===== src/rtl/xma_coef_loader.sv =====
// rtl/xma_coef_loader.sv - shadow/active coefficient matrix with sync-gated swap
// Optional: XMA_COEF_IDENTITY_RESET_EN loads identity into both banks on reset.
module xma_coef_loader #(
  parameter int NDAC = 4,
  parameter int AW   = 4,
  parameter int CNTW = 16
) (
  input  logic                     clk,
  input  logic                     rst,
  input  logic                     wr_en,
  input  logic [AW-1:0]            wr_addr,
  input  logic [31:0]              wr_data,
  input  logic                     commit,
  input  logic                     sync,
  input  logic [AW-1:0]            rd_addr,
  output logic [31:0]              rd_data,
  output logic [NDAC*NDAC*32-1:0]  coef,
  output logic                     pending,
  output logic [CNTW-1:0]          swap_cnt,
  output logic                     wr_err
);

  localparam int N = NDAC * NDAC;
  localparam logic [AW:0] NENT = (AW + 1)'(N);
`ifdef XMA_COEF_IDENTITY_RESET_EN
  localparam bit IDENT = 1'b1;
`else
  localparam bit IDENT = 1'b0;
`endif

  typedef enum logic {IDLE, PENDING} state_t;
  state_t state, state_next;

  logic [31:0] shadow [N];
  logic        wr_in_range;
  logic        wr_ok;
  logic        do_swap;
  logic [31:0] rd_sel;

  function automatic logic [31:0] init_val(input int k);
    return (IDENT && ((k / NDAC) == (k % NDAC))) ? 32'h7FFF_0000 : 32'h0;
  endfunction

  assign wr_in_range = {1'b0, wr_addr} < NENT;
  assign wr_ok       = wr_en && (state == IDLE) && wr_in_range;
  assign do_swap     = (state == PENDING) && sync;
  assign pending     = (state == PENDING);

  // Sync is deliberately ignored in IDLE, so a same-cycle commit+sync waits for the next sync.
  always_comb begin
    state_next = state;
    case (state)
      IDLE:    if (commit) state_next = PENDING;
      PENDING: if (sync)   state_next = IDLE;
      default: state_next = IDLE;
    endcase
  end

  always_comb begin
    rd_sel = 32'h0;
    for (int k = 0; k < N; k++) begin
      if (rd_addr == AW'(k)) rd_sel = shadow[k];
    end
  end

  always_ff @(posedge clk or posedge rst) begin
    if (rst) begin
      state    <= IDLE;
      rd_data  <= 32'h0;
      swap_cnt <= '0;
      wr_err   <= 1'b0;
      for (int k = 0; k < N; k++) begin
        shadow[k]          <= init_val(k);
        coef[k*32 +: 32]   <= init_val(k);
      end
    end else begin
      state   <= state_next;
      rd_data <= rd_sel;
      wr_err  <= wr_en && ((state == PENDING) || !wr_in_range);
      for (int k = 0; k < N; k++) begin
        if (wr_ok && (wr_addr == AW'(k))) shadow[k] <= wr_data;
      end
      // Whole image moves in one edge; shadow is frozen while PENDING so it is consistent.
      if (do_swap) begin
        for (int k = 0; k < N; k++) coef[k*32 +: 32] <= shadow[k];
        swap_cnt <= swap_cnt + CNTW'(1);
      end
    end
  end

endmodule


===== config.mk =====
export PLATFORM = sky130hd
export DESIGN_NAME = xma_coef_loader
export DESIGN_NICKNAME = d
export VERILOG_FILES = /design/src/rtl/xma_coef_loader.sv
export SDC_FILE = /design/constraint.sdc
export NUM_CORES = 2
export LEC_CHECK = 0
export BUFFER_PORTS_ARGS = -buffer_cell sky130_fd_sc_hd__clkbuf_2
export CORE_UTILIZATION = 40
export CTS_CLUSTER_DIAMETER = 120
export DETAILED_ROUTE_END_ITERATION = 6
export PLACE_DENSITY = 0.62
export SLEW_MARGIN = 20
export SYNTH_ARGS = -nofsm -noshare
export SYNTH_HDL_FRONTEND = slang
export SYNTH_SLANG_ARGS = --single-unit

===== constraint.sdc =====
create_clock -name clk -period 71.5 [get_ports clk]
set_input_delay 3.575 -clock clk [delete_from_list [all_inputs] [get_ports clk]]
set_output_delay 3.575 -clock clk [all_outputs]
set_load 0.03 [all_outputs]

==> results.tsv <==
metric	value	unit
status	finished, final reports clean	
clk buf depth	3	
synth top area cells	dfrtp_1, nand2_1, mux2_2, mux2i_1, clkbuf_1	
first-pass iteration count of the detailed router	7	
total CTS buffers	113	
drt wl/cell	26.0	microns
Synth Register Bits	1074	
Post-DRT Antenna Nets	0	
Fin. Hold Viols	0	
final wirelength	162000	microns
syn_area_per_cell	10.8	sq um
Cells after Synth	4161	
Peak VDD IR	0.0197	mV
Critical Path Sink Type	flip-flop	
Worst Skew	28.3	ps
most common cell after layout, fill and taps aside	nand2_1	
Finished Core Util	47.8	%
Worst Tran Pin Value	1280	ps
DRT iter0 DRCs	2868	
Crit path arrival time	7660	ps
Post-Synth XOR/XNOR Area	0.292	%
Worst path max stage delay	730	ps
Hold Crit Start	coef[500]	
max-cap violations	0	
commonest non-fill, non-tap cells in the layout	nand2_1, dfrtp_1, clkbuf_2	
row cnt	122	
clock latency on the worst-skew pair	710	ps
Root Driver	clkbuf_16	
CP required	72090	ps
Critical R2R Launch	pending	
largest net degree at the start of global routing	178	
area leader, netlist	dfrtp_1	
CP Class	in -> reg	
chip width	337	microns
Synth Area in Compound Gates	5.59	%
max-slew violations	0	
FMAX	0.142	GHz
routed vias/inst	5.39	
r2r endpoint	coef[438]	
Final min period	7060	ps
worst-path cell with the longest stage delay	nand2_1	
clk slew on worst S/H paths	60	ps
Yosys top cell area share	59.7	%
WP buf/inv	3	
# DRC	0	
Slew HR	12.8	%
post-CTS setup buffer count	0	
critical path depth	8	
mux cell area share after synthesis	16.0	%
crit-path most repeated cell	buf_4	
part of the power in registers	43.3	%
total grt overflow	0	
Post-synth ARST share	100	%
final worst-path cycle share	9.88	%
Synth Area in Simple Gates	15.2	%
post-synthesis adder-cell area fraction	0.0278	%
GR Util All Layers	28.3	%
setup TNS	0	ps
Internal	1.29	mW
Top delay family on crit path	buffers and inverters	
initial cell density of the core	40.5	%
Post-Syn Nets	4207	
Cell variety after synth	66	
clk sink count	1074	
number of flops mapped to enable cells by yosys	0	
first-pass GRT wire length	235000	microns
Critical Path Start Type	input port	
main combinational cell family by area after synthesis	multiplexers	
Syn-to-layout area delta	18.1	%
DPL Wire Length	113000	microns
Comb power frac	24.8	%
Hold Crit Class	reg -> reg	
WHS	471	ps
hold buffer count at CTS	0	
GPL Wtd Cong	0.918	
proportion of layout cells with a drive suffix above 1	29.5	%
Yosys warning count	0	
CP cell instances	buf_8 -> buf_4 -> buf_4 -> and2b_1 -> nand2_1 -> nor3b_1 -> a21oi_1 -> a221o_1	
Power Dens Cells	37.8	nW/um^2
RSZ-0062 raised after global routing	false	
antenna violations before repair	1	
Nets	4694	
die height	337	microns
Reg2Reg Setup Slack	67660	ps
vias in the first global route	33700	
r2r worst-path depth	6	
post-cts resize count	0	
CP Launch Point	rd_addr[0]	
io pins	607	
H-tree levels	3	
TritonCTS clock tree	yes	
die area	114000	sq um
worst-path fanout max	67	
clock share of power	31.9	%
port bufs	606	
via count	33600	
hold path endpoint	coef[500]	
Post-Syn Area	45000	sq um
Post-synth top flop	dfrtp_1	
Sw Share	35.8	%
sequential fraction of the synthesis area	59.7	%
leakage power total	27.5	nW
hold path depth	2	
# setup viols final	0	
NetSw	0.720	mW
core area	111000	sq um
## routing by layer
metal / up-vias / part of all wire, % / track usage (%)
li1: 14800 / - / -
met1: 17300 / 39 / 34.9
met2: 1240 / 48 / 46.8
met3: 269 / 8.0 / 7.27
met4: 0 / 4.4 / 12.2
met5: - / 0 / 0
## power by group through the flow
stage / registers, mW / clock network, mW / logic (mW)
final: 0.871 / 0.641 / 0.497
after global routing: 0.885 / 0.673 / 0.535
after CTS: 0.868 / 0.651 / 0.503
after detailed placement: 0.877 / 0 / 0.501
after global placement: 0.875 / 0 / 0.495
after floorplan: 0.993 / 0 / 0.177
## final cells by class
cell class,instances,area [sq um]
fill,10500,58000
sequential,1074,26900
multi-input combinational,2789,16800
timing repair buffer,660,3490
clock buffer,164,3370
tap,1488,1860
clock inverter,48,689
inverter,10,45.0
antenna,2,5.00
## Yosys cell counts (25+ instances only)
library cell	instances
clkbuf_1	145
mux2_2	500
o22ai_1	52
mux2_1	27
a21oi_1	106
nor2_1	72
buf_2	105
o221ai_1	26
nand2_1	1602
dfrtp_1	1074
mux2i_1	98
o21ai_0	51
a221oi_1	25
## tightest hold or removal path: cells and delay by family, from the launching register on
| family | cells | cell delay [ps] |
|---|---|---|
| simple gates | 2 | 100 |
| flops | 1 | 340 |
## how the worst max path moves through the flow
stage | slack (ps) | endpoint
after floorplan | 37690 | coef[0]
after global placement | 63620 | coef[332]
after detailed placement | 63610 | coef[332]
after CTS | 64330 | coef[289]
after global routing | 64270 | coef[364]
final | 64440 | rd_data[16]
## state kept, by name, summed over array words and instances, names as in the netlist
register and count:
swap_cnt 16, pending 1, rd_data 32, shadow 512, coef 512, wr_err 1
## cell families (layout without fill, tap and decap cells)
| family | after synthesis | count (layout) |
|---|---|---|
| compound gates | 378 | 378 |
| xor+xnor | 15 | 15 |
| other cells | 0 | 2 |
| buf+inv | 298 | 882 |
| simple gates | 1757 | 1757 |
| flops | 1074 | 1074 |
| fa+ha+maj | 1 | 1 |
| mux | 638 | 638 |
## per-stage QoR
step | cells | total power [mW] | worst slack [ps] | area [sq um]
floorplan | 4161 | 1.17 | 37690 | 45000
global placement | 6020 | 1.37 | 63620 | 49000
detailed placement | 6021 | 1.38 | 63610 | 49000
CTS | 6233 | 2.02 | 64330 | 53100
global route | 6234 | 2.09 | 64270 | 53100
finish | 6235 | 2.01 | 64440 | 53100
Power figures use the tool's default switching activity.
